$ cat src/rtl/wb_slave_mem.sv
// wb_slave_mem: Wishbone classic-cycle responder backed by a DATA_COUNT-entry
// register array. Each accepted request is acknowledged after WAIT_CYCLES wait
// states. Accesses outside the decoded window set the sticky oor_o flag.
// Optional feature macro WB_SLAVE_MEM_ERR_EN: when defined, adds err_o. An
// out-of-range access then pulses err_o instead of ack_o and leaves dat_o as is.
module wb_slave_mem #(
  parameter int unsigned BASE_ADDRESS = 32'd0,
  parameter int unsigned DATA_WIDTH   = 32'd16,
  parameter int unsigned ADDR_WIDTH   = 32'd16,
  parameter int unsigned DATA_COUNT   = 32'd16,
  parameter int unsigned AU_IN_DATA   = 32'd1,
  parameter int unsigned WAIT_CYCLES  = 32'd1
) (
  input  logic                  clk,
  input  logic                  rst,
  input  logic                  cyc_i,
  input  logic                  stb_i,
  input  logic                  we_i,
  input  logic [ADDR_WIDTH-1:0] adr_i,
  input  logic [DATA_WIDTH-1:0] dat_i,
  output logic [DATA_WIDTH-1:0] dat_o,
  output logic                  ack_o,
`ifdef WB_SLAVE_MEM_ERR_EN
  output logic                  err_o,
`endif
  output logic                  oor_o
);

  localparam int unsigned IDX_W = (DATA_COUNT > 32'd1) ? $clog2(DATA_COUNT) : 32'd1;
  localparam logic [ADDR_WIDTH-1:0] BASE_A  = ADDR_WIDTH'(BASE_ADDRESS);
  localparam logic [ADDR_WIDTH-1:0] AU_A    = ADDR_WIDTH'(AU_IN_DATA);
  // One extra bit so DATA_COUNT == 2^ADDR_WIDTH still fits.
  localparam logic [ADDR_WIDTH:0]   COUNT_A = (ADDR_WIDTH+1)'(DATA_COUNT);
  localparam logic [7:0]            WAIT_L  = 8'(WAIT_CYCLES);

  typedef enum logic [1:0] {
    S_IDLE = 2'd0,
    S_WAIT = 2'd1,
    S_ACK  = 2'd2
  } state_t;

  state_t                  state_r, next_state_s;
  logic [7:0]              cnt_r, cnt_next_s;
  logic [IDX_W-1:0]        idx_r;
  logic                    in_range_r;
  logic                    we_r;
  logic [DATA_WIDTH-1:0]   dat_in_r;
  logic [DATA_WIDTH-1:0]   mem_r [DATA_COUNT];
  logic [DATA_WIDTH-1:0]   dat_r;
  logic                    ack_r;
  logic                    oor_r;
`ifdef WB_SLAVE_MEM_ERR_EN
  logic                    err_r;
`endif

  logic [ADDR_WIDTH-1:0]   off_s, word_s, rem_s;
  logic [IDX_W-1:0]        idx_s;
  logic                    in_range_s;
  logic                    accept_s;
  logic                    commit_s;
  logic [IDX_W-1:0]        c_idx_s;
  logic                    c_in_range_s;
  logic                    c_we_s;
  logic [DATA_WIDTH-1:0]   c_dat_s;

  // Address decode: offset from base, stride check and entry index.
  always_comb begin
    off_s      = adr_i - BASE_A;
    word_s     = off_s / AU_A;
    rem_s      = off_s % AU_A;
    idx_s      = word_s[IDX_W-1:0];
    in_range_s = (adr_i >= BASE_A) && (rem_s == {ADDR_WIDTH{1'b0}}) &&
                 ({1'b0, word_s} < COUNT_A);
  end

  // Next-state logic; commit_s marks the edge that enters S_ACK.
  always_comb begin
    next_state_s = state_r;
    cnt_next_s   = cnt_r;
    commit_s     = 1'b0;
    accept_s     = 1'b0;
    case (state_r)
      S_IDLE: begin
        if (cyc_i && stb_i) begin
          accept_s   = 1'b1;
          cnt_next_s = WAIT_L;
          if (WAIT_L == 8'd0) begin
            next_state_s = S_ACK;
            commit_s     = 1'b1;
          end else begin
            next_state_s = S_WAIT;
          end
        end else begin
          next_state_s = S_IDLE;
        end
      end
      S_WAIT: begin
        if (!(cyc_i && stb_i)) begin
          next_state_s = S_IDLE;
          cnt_next_s   = 8'd0;
        end else begin
          cnt_next_s = cnt_r - 8'd1;
          if (cnt_r == 8'd1) begin
            next_state_s = S_ACK;
            commit_s     = 1'b1;
          end else begin
            next_state_s = S_WAIT;
          end
        end
      end
      S_ACK: begin
        next_state_s = S_IDLE;
      end
      default: begin
        next_state_s = S_IDLE;
        cnt_next_s   = 8'd0;
      end
    endcase
  end

  // Commit operands: live decode for a zero-wait accept, latched values otherwise.
  always_comb begin
    if (state_r == S_IDLE) begin
      c_idx_s      = idx_s;
      c_in_range_s = in_range_s;
      c_we_s       = we_i;
      c_dat_s      = dat_i;
    end else begin
      c_idx_s      = idx_r;
      c_in_range_s = in_range_r;
      c_we_s       = we_r;
      c_dat_s      = dat_in_r;
    end
  end

  // State register, wait counter and request latches (sampled only in S_IDLE).
  always_ff @(posedge clk) begin
    if (!rst) begin
      state_r    <= S_IDLE;
      cnt_r      <= 8'd0;
      idx_r      <= {IDX_W{1'b0}};
      in_range_r <= 1'b0;
      we_r       <= 1'b0;
      dat_in_r   <= {DATA_WIDTH{1'b0}};
    end else begin
      state_r <= next_state_s;
      cnt_r   <= cnt_next_s;
      if (accept_s) begin
        idx_r      <= idx_s;
        in_range_r <= in_range_s;
        we_r       <= we_i;
        dat_in_r   <= dat_i;
      end
    end
  end

  // Register array: cleared on reset, written only on an in-range commit.
  always_ff @(posedge clk) begin
    if (!rst) begin
      for (int k = 0; k < int'(DATA_COUNT); k++) begin
        mem_r[k] <= {DATA_WIDTH{1'b0}};
      end
    end else if (commit_s && c_in_range_s && c_we_s) begin
      mem_r[c_idx_s] <= c_dat_s;
    end
  end

  // Registered response: ack/err pulse, read data and sticky out-of-range flag.
  always_ff @(posedge clk) begin
    if (!rst) begin
      ack_r <= 1'b0;
      dat_r <= {DATA_WIDTH{1'b0}};
      oor_r <= 1'b0;
`ifdef WB_SLAVE_MEM_ERR_EN
      err_r <= 1'b0;
`endif
    end else begin
      ack_r <= 1'b0;
`ifdef WB_SLAVE_MEM_ERR_EN
      err_r <= 1'b0;
`endif
      if (commit_s) begin
        if (c_in_range_s) begin
          ack_r <= 1'b1;
          if (!c_we_s) begin
            dat_r <= mem_r[c_idx_s];
          end
        end else begin
          oor_r <= 1'b1;
`ifdef WB_SLAVE_MEM_ERR_EN
          err_r <= 1'b1;
`else
          ack_r <= 1'b1;
          if (!c_we_s) begin
            dat_r <= {DATA_WIDTH{1'b0}};
          end
`endif
        end
      end
    end
  end

  assign dat_o = dat_r;
  assign ack_o = ack_r;
  assign oor_o = oor_r;
`ifdef WB_SLAVE_MEM_ERR_EN
  assign err_o = err_r;
`endif

endmodule
$ cat config.mk
export PLATFORM = sky130hd
export DESIGN_NAME = wb_slave_mem
export DESIGN_NICKNAME = d
export VERILOG_FILES = /design/src/rtl/wb_slave_mem.sv
export SDC_FILE = /design/constraint.sdc
export NUM_CORES = 1
export LEC_CHECK = 0
export BUFFER_PORTS_ARGS = -buffer_cell sky130_fd_sc_hd__buf_2
export CORE_MARGIN = 5
export CORE_UTILIZATION = 45
export DETAILED_ROUTE_END_ITERATION = 8
export PLACE_DENSITY = 0.7
export SYNTH_ARGS = -nofsm -noshare
export SYNTH_HDL_FRONTEND = slang
export SYNTH_SLANG_ARGS = --single-unit
$ cat constraint.sdc
create_clock -name clk -period 2.5 [get_ports clk]
set_input_delay 0.625 -clock clk [delete_from_list [all_inputs] [get_ports clk]]
set_output_delay 0.625 -clock clk [all_outputs]
set_load 0.1 [all_outputs]
# [Word level (Yosys, flattened, before mapping)]
# Memory sizes are Yosys's and may differ from the RTL's.
# Cells that the tools add are included.
[totals] wordCells=56 in_bits=37 ramBits=256 out_inout_bits=18 ff_bits=50 mem_count=1
[op_classes] bitwise=3 n_reduce_logical=9 mux=27 n_lt_le_gt_ge=2 addsub=1 eq_ne=4
[mem_list] name="mem_r" depth=16 word_bits=16 read_ports=1 rd_clocked_by_memory_dff=0 wr=16 line="48" source="logic [DATA_WIDTH-1:0] mem_r [DATA_COUNT];"
[op_table] cell="$mux W16" n=5
[op_table] cell="$pmux W8 S3" n=1
[op_table] cell="$ge A16 B1 Y1 const B" n=1
[op_table] cell="$lt A16 B5 Y1 const B" n=1
[op_table] cell="$mux W8" n=2
[op_table] cell="$reduce_or A16 Y1" n=1
[op_table] cell="$mux W1" n=14
[op_table] cell="$eq A8 B1 Y1 const B" n=1
[op_table] cell="$mux W4" n=2
[op_table] cell="$sub A8 B1 Y8 const B" n=1
[op_table] cell="$reduce_and A2 Y1" n=3
[op_table] cell="$logic_and A1 B1 Y1" n=4
[op_table] cell="$mux W2" n=2
[op_table] cell="$pmux W2 S2" n=1
[op_table] cell="$not A1 Y1" n=3
[op_table] cell="$eq A2 B1 Y1 const B" n=1
[op_table] cell="$eq A2 B2 Y1 const B" n=1
[op_table] cell="$logic_not A2 Y1" n=1
[op_table] cell="$ne A2 B2 Y1 const B" n=1

# [Depth between registers and ports, before layout]
# Gate-level depths: netlist of run 1.
[depth] depth_word=11 depth_mapped=10

# [Worst setup path after synthesis of run 1]
# Ideal clock, no wire load.
[synth_path] path_kind="input to register" startpoint="in adr_i[1]" endpoint="mem mem_r[5][0] (netlist name), enable pin" setup_ps=372 path_slack_ps=-140 t_arrival_ps=2269 cell_stages=7 path_buffers=2 required_time_ps=2128 path_cell_list="or4b_1 -> o21ai_2 -> and3_1 -> buf_2 -> nand2_4 -> buf_6 -> nand2_1"
[synth_rtl] item="from (decl)" line="19" source="input logic [ADDR_WIDTH-1:0] adr_i,"
[synth_rtl] item="to (decl)" line="48"

==> impl_metrics.sql, run 1 <==
INSERT INTO impl_metrics (metric_group, metric, value, unit) VALUES
('floorplan', 'ios', '55', ''),
('global_routing', 'overflow', '0', ''),
('timing', 'slew_limit_fails', '0', ''),
('finish', 'num-nets-final', '1252', ''),
('timing', 'final_hold_viol_count', '0', ''),
('setup_path', 'critical_path.max_fanout', '16', ''),
('place', 'place_hpwl', '22600', 'um'),
('power', 'p_clk_share', '40.2', '%'),
('clocking', 'cts.repair_timing.setup_buffer_count', '0', ''),
('global_routing', 'grt_start_max_net_pins', '34', ''),
('yosys', 'yosys_most_used_dff', 'sky130_fd_sc_hd__edfxtp_1', ''),
('yosys', 'synth_top_area_cell', 'sky130_fd_sc_hd__edfxtp_1', ''),
('flow_run', 'cap_viol_max_count', '0', ''),
('yosys', 'netlist.area_leader.share', '59.5', '%'),
('drt', 'route.detailed.wl_per_inst', '20.6', 'um'),
('finish', 'drive_gt1_share', '21.4', '%'),
('yosys', 'fraction_of_registers_with_async_set_or_reset_after_synthesis', '0', '%'),
('power', 'reported_leakage_power', '5.71', 'nW'),
('global_routing', 'globalRouteTotalUtil', '21.1', '%'),
('drt', 'drt_wl_total', '33400', 'um'),
('finish', 'total_area_of_sequential_cells', '8690', 'um^2'),
('timing', 'setup_repair_after_global_routing_missed_its_margin', 'no', ''),
('clocking', 'source_to_sink_clock_delay_at_the_later_pin_of_the_worst_skew_pair', '0.57', 'ns'),
('yosys', 'synth_enable_flop_cells', '256', ''),
('place', 'place.gp.congestion', '0.873', ''),
('yosys', 'number_of_synthesized_register_bits', '306', ''),
('finish', 'finalCoreUtilization', '54.0', '%'),
('floorplan', 'core-area', '28500', 'um^2'),
('clocking', 'ctsHtreeMaxLevel', '1', ''),
('setup_path', 'timing.critical_path.from_type', 'register', ''),
('power', 'power.switching', '2.57', 'mW'),
('finish', 'area_occupied_by_multi_input_gates', '3760', 'um^2'),
('global_routing', 'grt_antenna_before_repair', '0', ''),
('floorplan', 'std_cell_rows', '62', ''),
('power', 'power_density', '727', 'nW/um^2'),
('clocking', 'root_cell_of_the_clock_tree', 'sky130_fd_sc_hd__clkbuf_16', ''),
('run_status', 'status', 'finished, final reports clean', ''),
('yosys', 'netlist-cell-type-count', '50', ''),
('power', 'sw_share', '22.9', '%'),
('setup_path', 'cp_data_arrival_time', '2.62', 'ns'),
('clocking', 'cts_tree', 'done', ''),
('timing', 'setup_violations', '0', ''),
('yosys', 'yosys_warnings', '0', ''),
('floorplan', 'die_area', '32200', 'um^2'),
('yosys', 'net_count_after_synthesis', '1144', ''),
('finish', 'design_area', '15400', 'um^2'),
('drt', 'route.antenna.remaining_nets', '0', ''),
('drt', 'avgViaCountPerCell', '5.72', ''),
('timing', 'relSlewSlack', '62.4', '%'),
('clocking', 'clk_pin_slew_worst_paths', '0.06', 'ns'),
('timing', 'measured_slew_at_the_worst_slew_check_pin', '0.564', 'ns'),
('setup_path', 'worst_setup_path_end_kind', 'register', ''),
('power', 'cellInternalPower', '8.65', 'mW'),
('yosys', 'post_synth_main_area_contributors', 'sky130_fd_sc_hd__edfxtp_1 60%, sky130_fd_sc_hd__dfxtp_1 7.8%, sky130_fd_sc_hd__nor2_1 7.7%, sky130_fd_sc_hd__o22ai_1 5.8%, sky130_fd_sc_hd__o21ai_0 2.8%', ''),
('global_routing', 'grt_first_pass_wirelength', '52000', 'um'),
('timing', 'min_period_over_period', '94.5', '%'),
('floorplan', 'initial_utilization', '45.2', '%'),
('drt', 'first_pass_iters', '6', ''),
('yosys', 'synth_area', '12900', 'um^2'),
('finish', 'area.growth.synth_to_final', '19.4', '%'),
('power', 'combinationalPowerShare', '8.7', '%'),
('place', 'dpl-instance-area', '14400', 'um^2'),
('power', 'max-vdd-ir-drop', '434', 'uV'),
('setup_path', 'critical_setup_path_kind', 'reg -> reg', ''),
('hold_path', 'worst_hold_path_type', 'in -> reg', ''),
('clocking', 'cts_buffers', '30', ''),
('floorplan', 'die-height', '179', 'um'),
('yosys', 'syn-instance-count', '1105', ''),
('timing', 'clock-skew-final', '0.0229', 'ns'),
('yosys', 'synth.avg_cell_area', '11.7', 'um^2'),
('drt', 'remaining_drc_errors', '0', '');
==> synthesized netlist by cell type, types with 7 or more instances <==
cell type / instances
sky130_fd_sc_hd__nor2_1: 266
sky130_fd_sc_hd__edfxtp_1: 256
sky130_fd_sc_hd__o22ai_1: 120
sky130_fd_sc_hd__nand2_1: 84
sky130_fd_sc_hd__o21ai_0: 71
sky130_fd_sc_hd__dfxtp_1: 50
sky130_fd_sc_hd__buf_2: 37
sky130_fd_sc_hd__a21oi_1: 31
sky130_fd_sc_hd__clkbuf_1: 29
sky130_fd_sc_hd__nand4_1: 19
sky130_fd_sc_hd__mux2i_1: 16
sky130_fd_sc_hd__buf_6: 14
sky130_fd_sc_hd__o21ai_1: 12
sky130_fd_sc_hd__a22oi_1: 8
sky130_fd_sc_hd__nand3_4: 7
==> power by group through the flow <==
stage / Clock (mW) / Combinational, mW / Sequential [mW]
finish: 4.50 / 0.981 / 5.73
global route: 4.79 / 1.05 / 5.74
CTS: 4.56 / 0.973 / 5.73
detailed placement: 0 / 0.969 / 5.84
global placement: 0 / 0.955 / 5.83
floorplan: 0 / 0.509 / 5.82
==> layout by cell type, fill, tap and decap left out, drive strengths merged, types with 2 or more instances in the layout <==
| master | instances |
|---|---|
| a21boi | 5 |
| a21oi | 31 |
| a22oi | 8 |
| a31oi | 2 |
| and2 | 2 |
| and3 | 5 |
| and4 | 2 |
| buf | 164 |
| bufinv | 3 |
| clkbuf | 41 |
| clkinv | 10 |
| dfxtp | 50 |
| edfxtp | 256 |
| ha | 2 |
| inv | 6 |
| mux2 | 2 |
| mux2i | 16 |
| nand2 | 93 |
| nand2b | 2 |
| nand3 | 12 |
| nand3b | 5 |
| nand4 | 19 |
| nor2 | 272 |
| nor3 | 3 |
| nor4 | 4 |
| o21a | 3 |
| o21ai | 85 |
| o22ai | 120 |
| o31ai | 2 |
| or2 | 2 |
| or4b | 2 |
==> routing by layer <==
metal | vias up | track usage (%) | part of all wire (%)
met3 | 78 | 3.25 | 7.5
li1 | 4279 | - | -
met2 | 410 | 35.7 | 49
met1 | 4510 | 28.1 | 40
met5 | - | 0 | 0
met4 | 0 | 6.82 | 3.5
==> area by class of cell <==
type	instances	share of cell area (%)
inverter	5	0.122
timing repair buffer	164	9.63
sequential	306	56.4
tap	384	3.12
clock inverter	15	1.06
multi-input combinational	706	24.4
clock buffer	41	5.34
==> state kept, by name, indices dropped and copies added, names as in the netlist <==
| name | cells |
|---|---|
| ack_o | 1 |
| cnt_r | 8 |
| dat_in_r | 16 |
| dat_o | 16 |
| idx_r | 4 |
| in_range_r | 1 |
| mem_r | 256 |
| oor_o | 1 |
| state_r | 2 |
| we_r | 1 |
==> worst max-delay path, stage by stage, from the launching register on <==
cell and delay (ns):
sky130_fd_sc_hd__dfxtp_1 0.32, sky130_fd_sc_hd__inv_1 0.07, sky130_fd_sc_hd__ha_1 0.14, sky130_fd_sc_hd__nor4b_2 0.20, sky130_fd_sc_hd__buf_4 0.16, sky130_fd_sc_hd__and4_1 0.21, sky130_fd_sc_hd__a21boi_2 0.28, sky130_fd_sc_hd__and3_1 0.25
sky130_fd_sc_hd__buf_12 0.14, sky130_fd_sc_hd__nand2_4 0.05, sky130_fd_sc_hd__nand2_2 0.09, sky130_fd_sc_hd__buf_12 0.16
==> timing repair <==
item	4_1_cts	5_1_grt
setup endpoints to repair	0	497
hold buffers	0	0
endpoints found under the hold margin	0	0
gates resized for setup	0	6
==> kinds of logic (layout without fill, tap and decap cells) <==
logic type	after synthesis	count (layout)	share of synthesized area, %
compound gates	258	258	11.9
fa+ha+maj	2	2	0.194
buf+inv	93	225	4.18
flops	306	306	67.3
mux	18	18	1.41
simple gates	428	428	15.0
==> path summary, 6_finish.rpt <==
path         startpoint     endpoint  slack [ns]  cells past startpoint
min reg2reg    dat_o[5]     dat_o[5]        0.44                      2
max reg2reg    cnt_r[1]  mem_r[9][4]        0.14                     11
min                we_i         we_r        0.31                      3
max            cnt_r[1]  mem_r[9][4]        0.14                     11
==> per-stage QoR <==
| step | cells | hold WS [ns] | worst slack [ns] | total power [mW] | setup TNS [ns] |
|---|---|---|---|---|---|
| 4_1_cts | 1621 | 0.303 | 0.0209 | 11.3 | 0 |
| 2_1_floorplan | 1105 | 0.434 | 0.0378 | 6.33 | 0 |
| 3_5_place_dp | 1565 | 0.435 | -0.108 | 6.81 | -8.83 |
| 3_3_place_gp | 1565 | 0.434 | -0.0680 | 6.79 | -0.624 |
| 5_1_grt | 1621 | 0.310 | 0.00549 | 11.6 | 0 |
| 6_report | 1621 | 0.312 | 0.137 | 11.2 | 0 |
No activity file was read; power rests on OpenSTA's default activity.
==> run 2, diff against run 1 <==
--- a/config.mk
+++ b/config.mk
@@ -5,11 +5,12 @@
 export SDC_FILE = /design/constraint.sdc
 export NUM_CORES = 1
 export LEC_CHECK = 0
+export ABC_AREA = 1
 export BUFFER_PORTS_ARGS = -buffer_cell sky130_fd_sc_hd__buf_2
 export CORE_MARGIN = 5
 export CORE_UTILIZATION = 45
 export DETAILED_ROUTE_END_ITERATION = 8
-export PLACE_DENSITY = 0.7
+export PLACE_DENSITY = 0.69
 export SYNTH_ARGS = -nofsm -noshare
 export SYNTH_HDL_FRONTEND = slang
 export SYNTH_SLANG_ARGS = --single-unit
==> impl_metrics.sql, run 2 <==
INSERT INTO impl_metrics (metric_group, metric, value, unit) VALUES
('finish', 'drive_gt1_share', '13.1', '%'),
('clocking', 'ctsResizeCount', '0', ''),
('floorplan', 'initial_utilization', '45.4', '%'),
('finish', 'layout_commonest_cell', 'sky130_fd_sc_hd__nand2_1', ''),
('place', 'io_buffer_count', '54', ''),
('power', 'totalPowerFinal', '12.2', 'mW'),
('global_routing', 'grt_start_max_net_pins', '77', ''),
('floorplan', 'ios', '55', ''),
('floorplan', 'std_cell_rows', '66', ''),
('global_routing', 'via_count_of_the_first_global_routing_pass', '11000', ''),
('timing', 'clock-skew-final', '0.0143', 'ns'),
('clocking', 'clk_pin_slew_worst_paths', '0.06', 'ns'),
('flow_run', 'cap_viol_max_count', '0', ''),
('drt', 'route.antenna.remaining_nets', '0', ''),
('drt', 'detailroute.via_count', '11400', ''),
('clocking', 'root_cell_of_the_clock_tree', 'sky130_fd_sc_hd__clkbuf_16', ''),
('yosys', 'fraction_of_registers_with_async_set_or_reset_after_synthesis', '0', '%'),
('setup_path', 'worst_path_required_time', '2.75', 'ns'),
('power', 'power.share.sequential', '46.7', '%'),
('finish', 'largest-register', 'mem_r', ''),
('power', 'p_clk_share', '42.6', '%'),
('yosys', 'yosys.cell_count.top_type', 'sky130_fd_sc_hd__nand2_1', ''),
('finish', 'largest_register_ff_count', '256', ''),
('power', 'reported_leakage_power', '7.77', 'nW'),
('yosys', 'synth_area', '14700', 'um^2'),
('power', 'cellInternalPower', '9.29', 'mW'),
('yosys', 'netlist-cell-type-count', '38', ''),
('yosys', 'synth_top_area_cell', 'sky130_fd_sc_hd__edfxtp_1', ''),
('clocking', 'ctsHtreeMaxLevel', '2', ''),
('timing', 'maximum_clock_frequency', '430', 'MHz'),
('yosys', 'syn-instance-count', '1745', ''),
('clocking', 'cts_tree', 'done', ''),
('setup_path', 'ff2ff_path_depth', '8', ''),
('timing', 'measured_slew_at_the_worst_slew_check_pin', '0.727', 'ns'),
('setup_path', 'critical_path.max_fanout', '17', ''),
('yosys', 'synth_enable_flop_cells', '256', ''),
('power', 'max-vdd-ir-drop', '415', 'uV'),
('drt', 'initialDrtViolationCount', '966', ''),
('setup_path', 'reg2reg_from', 'state_r[0]', ''),
('global_routing', 'grt_antenna_before_repair', '0', ''),
('clocking', 'ctsHoldBuffers', '0', ''),
('power', 'sw_share', '24.2', '%'),
('global_routing', 'globalRouteTotalUtil', '20.9', '%'),
('clocking', 'max-clock-path-buffers', '3', ''),
('floorplan', 'floorplan.die.width', '191', 'um'),
('yosys', 'number_of_synthesized_register_bits', '306', ''),
('global_routing', 'overflow', '0', ''),
('hold_path', 'worst_hold_path_type', 'in -> reg', ''),
('power', 'combinationalPowerShare', '10.7', '%'),
('yosys', 'seq_area_frac_synth', '58.9', '%'),
('clocking', 'tritoncts_num_sinks', '306', ''),
('finish', 'area_occupied_by_multi_input_gates', '4780', 'um^2'),
('drt', 'first_pass_iters', '5', ''),
('timing', 'fin_setup_tns', '0', 'ns'),
('finish', 'fillCellCount', '2892', ''),
('finish', 'antenna_cells', '0', ''),
('setup_path', 'cp_data_arrival_time', '2.57', 'ns'),
('yosys', 'synth.avg_cell_area', '8.45', 'um^2'),
('floorplan', 'die_area', '36500', 'um^2'),
('floorplan', 'core-area', '32500', 'um^2'),
('place', 'place.gp.congestion', '0.878', ''),
('clocking', 'cts_buffers', '34', ''),
('setup_path', 'worst_setup_path_end_kind', 'register', ''),
('hold_path', 'min-delay-start', 'adr_i[5]', ''),
('setup_path', 'timing.critical_path.from_type', 'register', ''),
('timing', 'final_hold_viol_count', '0', ''),
('clocking', 'source_to_sink_clock_delay_at_the_later_pin_of_the_worst_skew_pair', '0.51', 'ns'),
('finish', 'num-nets-final', '1863', ''),
('place', 'place_hpwl', '24800', 'um'),
('yosys', 'post_synth_main_area_contributors', 'sky130_fd_sc_hd__edfxtp_1 52%, sky130_fd_sc_hd__nand2_1 15%, sky130_fd_sc_hd__nor2_1 8.1%, sky130_fd_sc_hd__dfxtp_1 6.8%, sky130_fd_sc_hd__inv_1 5.5%', ''),
('timing', 'setup_violations', '0', ''),
('drt', 'drt_wl_total', '38200', 'um'),
('yosys', 'yosys_most_used_dff', 'sky130_fd_sc_hd__edfxtp_1', ''),
('setup_path', 'worst_r2r_endpoint', 'mem_r[14][8]', ''),
('yosys', 'yosys_warnings', '0', ''),
('timing', 'holdWs', '0.397', 'ns'),
('timing', 'relSlewSlack', '51.4', '%'),
('timing', 'min_period_over_period', '93.1', '%'),
('run_status', 'status', 'finished, final reports clean', ''),
('finish', 'total_area_of_sequential_cells', '8690', 'um^2'),
('power', 'power_density', '713', 'nW/um^2'),
('yosys', 'netlist.area_leader.share', '52.2', '%'),
('finish', 'area.growth.synth_to_final', '16.5', '%'),
('floorplan', 'die-height', '191', 'um'),
('timing', 'slew_limit_fails', '0', ''),
('yosys', 'net_count_after_synthesis', '1784', ''),
('clocking', 'cts.repair_timing.setup_buffer_count', '0', ''),
('finish', 'layout.cells.most_common_list', '569 x sky130_fd_sc_hd__nand2_1, 318 x sky130_fd_sc_hd__nor2_1, 256 x sky130_fd_sc_hd__edfxtp_1', ''),
('global_routing', 'grt_first_pass_wirelength', '59400', 'um'),
('setup_path', 'rrSetupSlack', '0.17', 'ns'),
('timing', 'setup_repair_after_global_routing_missed_its_margin', 'no', ''),
('hold_path', 'whs_endpoint', 'in_range_r', ''),
('power', 'power.switching', '2.96', 'mW'),
('timing', 'finalCriticalPeriod', '2.33', 'ns'),
('yosys', 'synth_top_cells_by_count', '577 x sky130_fd_sc_hd__nand2_1, 319 x sky130_fd_sc_hd__nor2_1, 256 x sky130_fd_sc_hd__edfxtp_1', ''),
('hold_path', 'hold-path-cell-count', '4', ''),
('drt', 'remaining_drc_errors', '0', ''),
('drt', 'avgViaCountPerCell', '4.98', ''),
('drt', 'route.detailed.wl_per_inst', '16.7', 'um'),
('setup_path', 'critical_setup_path_kind', 'reg -> reg', '');
==> run 2: cells by family after synthesis <==
kind of cell	count (synthesis)	synth area share, %
DFF	306	58.9
adders and majority gates	2	0.170
buffers and inverters	316	8.87
AOI/OAI and AO/OA	163	5.81
and+or+nand+nor	958	26.2
==> run 2: worst max-delay path, stage by stage (launching register included) <==
cell	delay, ns
sky130_fd_sc_hd__dfxtp_1	0.44
sky130_fd_sc_hd__nor2_4	0.12
sky130_fd_sc_hd__o21ai_4	0.59
sky130_fd_sc_hd__buf_4	0.31
sky130_fd_sc_hd__nor2_2	0.05
sky130_fd_sc_hd__buf_4	0.16
sky130_fd_sc_hd__nand3_4	0.08
sky130_fd_sc_hd__buf_4	0.22
sky130_fd_sc_hd__nor2_1	0.06
==> run 2: layout make-up <==
type	instances	area share, %
inverters	223	4.87
multi-input cells	1123	27.8
well taps	442	3.22
clock buffers	48	5.69
flip-flops and latches	306	50.6
clock inverters	14	1.13
repair buffers	136	6.69
==> run 2: layer usage <==
metal  global-route usage (%)  part of all wire, %  wire length, um
met1                     27.9                   41            15600
met2                     36.2                   50            19100
met3                     2.65                  6.9             2620
met4                     5.19                  2.2              850
met5                        0                    0                0
==> run 2: power by group through the flow <==
stage	Combinational, mW	Clock [mW]	Sequential, mW
6_report	1.31	5.22	5.72
5_1_grt	1.44	5.48	5.73
4_1_cts	1.30	5.27	5.72
3_5_place_dp	1.29	0	5.83
3_3_place_gp	1.27	0	5.82
2_1_floorplan	0.770	0	5.81
==> run 2: worst max path at each step <==
stage          startpoint  slack [ns]            end  depth (start not counted)
4_1_cts          cnt_r[1]        0.06  mem_r[11][12]                         11
5_1_grt        state_r[1]        0.03       dat_o[4]                         12
3_3_place_gp     adr_i[6]       -0.01  mem_r[11][15]                         10
2_1_floorplan       cyc_i       -0.08   mem_r[15][0]                          9
6_report       state_r[0]        0.17   mem_r[14][8]                          8
3_5_place_dp     adr_i[6]      -0.007  mem_r[11][12]                         10
==> run 2: through the flow <==
| stage | util, % | std cells | instance area [um^2] | worst slack, ns |
|---|---|---|---|---|
| 6_report | 52.9 | 2292 | 17200 | 0.173 |
| 5_1_grt | 52.9 | 2292 | 17200 | 0.0252 |
| 4_1_cts | 52.9 | 2292 | 17200 | 0.0646 |
| 3_5_place_dp | 49.3 | 2230 | 16000 | -0.00746 |
| 3_3_place_gp | 49.3 | 2230 | 16000 | -0.0146 |
| 2_1_floorplan | - | 1745 | 14800 | -0.0797 |
==> run 3, diff against run 2 <==
--- a/config.mk
+++ b/config.mk
@@ -8,9 +8,9 @@
 export ABC_AREA = 1
 export BUFFER_PORTS_ARGS = -buffer_cell sky130_fd_sc_hd__buf_2
 export CORE_MARGIN = 5
-export CORE_UTILIZATION = 45
+export CORE_UTILIZATION = 47
 export DETAILED_ROUTE_END_ITERATION = 8
-export PLACE_DENSITY = 0.69
+export PLACE_DENSITY = 0.72
 export SYNTH_ARGS = -nofsm -noshare
 export SYNTH_HDL_FRONTEND = slang
 export SYNTH_SLANG_ARGS = --single-unit
==> impl_metrics.sql, run 3 (synthesis gave the netlist of run 2 again) <==
INSERT INTO impl_metrics (metric_group, metric, value, unit) VALUES
('run_status', 'status', 'finished, final reports clean', ''),
('place', 'worst_slack_at_placement', '-0.00195', 'ns'),
('finish', 'finalCoreUtilization', '55.5', '%'),
('drt', 'drt_wl_total', '38000', 'um'),
('setup_path', 'ff2ff_path_depth', '12', ''),
('clocking', 'cts_tree', 'done', ''),
('setup_path', 'timing.critical_path.from_type', 'register', ''),
('setup_path', 'critical_setup_path_kind', 'reg -> reg', ''),
('power', 'reported_leakage_power', '7.75', 'nW'),
('finish', 'antenna_cells', '0', ''),
('setup_path', 'reg2reg_from', 'cnt_r[1]', ''),
('finish', 'finish.cell_count_without_fillers', '2246', ''),
('place', 'io_buffer_count', '54', ''),
('clocking', 'ctsHoldBuffers', '0', ''),
('global_routing', 'overflow', '0', ''),
('drt', 'remaining_drc_errors', '0', ''),
('place', 'placed_cells_incl_taps', '2186', ''),
('floorplan', 'die_area', '35000', 'um^2'),
('power', 'power_density', '697', 'nW/um^2'),
('setup_path', 'critical_path.max_fanout', '16', ''),
('drt', 'detailroute.via_count', '11500', ''),
('finish', 'drive_gt1_share', '13.0', '%'),
('timing', 'clock-skew-final', '0.00872', 'ns'),
('finish', 'num-nets-final', '1865', ''),
('clocking', 'max-clock-path-buffers', '3', ''),
('finish', 'largest-register', 'mem_r', ''),
('finish', 'design_area', '17100', 'um^2'),
('global_routing', 'grt_first_pass_wirelength', '59600', 'um'),
('setup_path', 'crit_start', 'cnt_r[1]', ''),
('power', 'totalPowerFinal', '11.9', 'mW'),
('clocking', 'source_to_sink_clock_delay_at_the_later_pin_of_the_worst_skew_pair', '0.51', 'ns'),
('timing', 'setup_repair_after_global_routing_missed_its_margin', 'no', ''),
('place', 'place.gp.congestion', '0.886', ''),
('global_routing', 'grt_antenna_before_repair', '0', ''),
('drt', 'route.antenna.remaining_nets', '0', ''),
('drt', 'initialDrtViolationCount', '992', ''),
('clocking', 'root_cell_of_the_clock_tree', 'sky130_fd_sc_hd__clkbuf_16', ''),
('finish', 'largest_register_ff_count', '256', ''),
('timing', 'relSlewSlack', '65.6', '%'),
('setup_path', 'cp_data_arrival_time', '2.54', 'ns'),
('place', 'place_hpwl', '24700', 'um'),
('clocking', 'clk_pin_slew_worst_paths', '0.06', 'ns'),
('floorplan', 'ios', '55', ''),
('floorplan', 'floorplan.die.width', '187', 'um'),
('setup_path', 'rrSetupSlack', '0.17', 'ns'),
('global_routing', 'grt_start_max_net_pins', '59', ''),
('setup_path', 'worst_setup_path_end_kind', 'register', ''),
('finish', 'layout.cells.most_common_list', '570 x sky130_fd_sc_hd__nand2_1, 319 x sky130_fd_sc_hd__nor2_1, 256 x sky130_fd_sc_hd__edfxtp_1', ''),
('floorplan', 'std_cell_rows', '64', ''),
('global_routing', 'globalRouteTotalUtil', '21.3', '%'),
('timing', 'maximum_clock_frequency', '430', 'MHz'),
('clocking', 'ctsHtreeMaxLevel', '2', ''),
('setup_path', 'worst_path_required_time', '2.72', 'ns'),
('flow_run', 'cap_viol_max_count', '0', ''),
('timing', 'worst_slack', '0.175', 'ns'),
('global_routing', 'via_count_of_the_first_global_routing_pass', '11200', ''),
('hold_path', 'whs_endpoint', 'idx_r[1]', ''),
('clocking', 'cts_buffers', '34', ''),
('clocking', 'tritoncts_num_sinks', '306', ''),
('floorplan', 'initial_utilization', '47.9', '%'),
('power', 'max-vdd-ir-drop', '394', 'uV'),
('timing', 'setup_violations', '0', ''),
('hold_path', 'hold-path-cell-count', '3', ''),
('timing', 'measured_slew_at_the_worst_slew_check_pin', '0.520', 'ns'),
('hold_path', 'worst_hold_path_type', 'in -> reg', ''),
('drt', 'route.detailed.wl_per_inst', '16.9', 'um'),
('timing', 'min_period_over_period', '93.0', '%'),
('timing', 'final_hold_viol_count', '0', ''),
('place', 'dpl-instance-area', '16000', 'um^2'),
('finish', 'layout_commonest_cell', 'sky130_fd_sc_hd__nand2_1', ''),
('hold_path', 'min-delay-start', 'adr_i[1]', ''),
('finish', 'area.growth.synth_to_final', '15.8', '%'),
('timing', 'finalCriticalPeriod', '2.33', 'ns'),
('floorplan', 'core-area', '30700', 'um^2'),
('drt', 'avgViaCountPerCell', '5.14', ''),
('timing', 'slew_limit_fails', '0', ''),
('drt', 'first_pass_iters', '5', ''),
('setup_path', 'worst_r2r_endpoint', 'mem_r[15][15]', ''),
('floorplan', 'die-height', '187', 'um');
run 3: layout make-up:
class                      instances  area, um^2
fill                            2724       13700
multi-input combinational       1123        4770
tap                              396         495
clock buffer                      49        1000
clock inverter                    11        81.3
timing repair buffer             138        1200
sequential                       306        8690
inverter                         223         838
run 3: worst max path at each step:
stage	to	slack, ns	cells after the start
6_report	mem_r[15][15]	0.17	12
5_1_grt	mem_r[12][15]	0.04	11
4_1_cts	mem_r[0][12]	0.11	11
3_5_place_dp	mem_r[0][5]	-0.002	10
3_3_place_gp	mem_r[0][9]	0.03	10
2_1_floorplan	mem_r[15][0]	-0.08	9
run 3: through the flow:
| step | hold slack [ns] | setup TNS (ns) |
|---|---|---|
| 3_3_place_gp | 0.434 | 0 |
| 5_1_grt | 0.389 | 0 |
| 3_5_place_dp | 0.444 | -0.0193 |
| 2_1_floorplan | 0.425 | -5.47 |
| 6_report | 0.388 | 0 |
| 4_1_cts | 0.373 | 0 |
run 3: timing repair:
action                                  in CTS  in global routing
endpoints found under the setup margin       0                 31
endpoints found under the hold margin        0                  0
resized for setup                            0                  2
buffers inserted                             0                  0
run 3: critical path, stage by stage (launching register included):
cell and delay, ns:
sky130_fd_sc_hd__dfxtp_1 0.31, sky130_fd_sc_hd__inv_1 0.12, sky130_fd_sc_hd__ha_1 0.19, sky130_fd_sc_hd__nand3_1 0.08, sky130_fd_sc_hd__nor2_1 0.26, sky130_fd_sc_hd__nand2_4 0.10, sky130_fd_sc_hd__nor3_2 0.13, sky130_fd_sc_hd__nand2_2 0.18
sky130_fd_sc_hd__nor3_4 0.21, sky130_fd_sc_hd__buf_12 0.15, sky130_fd_sc_hd__nand2_4 0.04, sky130_fd_sc_hd__nand2_1 0.10, sky130_fd_sc_hd__buf_12 0.16
run 3: power breakdown:
group	leakage (nW)	internal [mW]	total (mW)	switching [mW]
Combinational	4.17	0.385	1.33	0.941
Sequential	3.06	5.67	5.72	0.0500
Clock	0.529	2.89	4.86	1.97
run 3: routing by layer:
| metal | GRT usage (%) | share of wire, % | vias up |
|---|---|---|---|
| met5 | 0 | 0 | - |
| met4 | 7.45 | 3.3 | 0 |
| met1 | 27.7 | 40 | 5406 |
| met2 | 36.0 | 48 | 449 |
| li1 | - | - | 5601 |
| met3 | 3.96 | 8.1 | 87 |
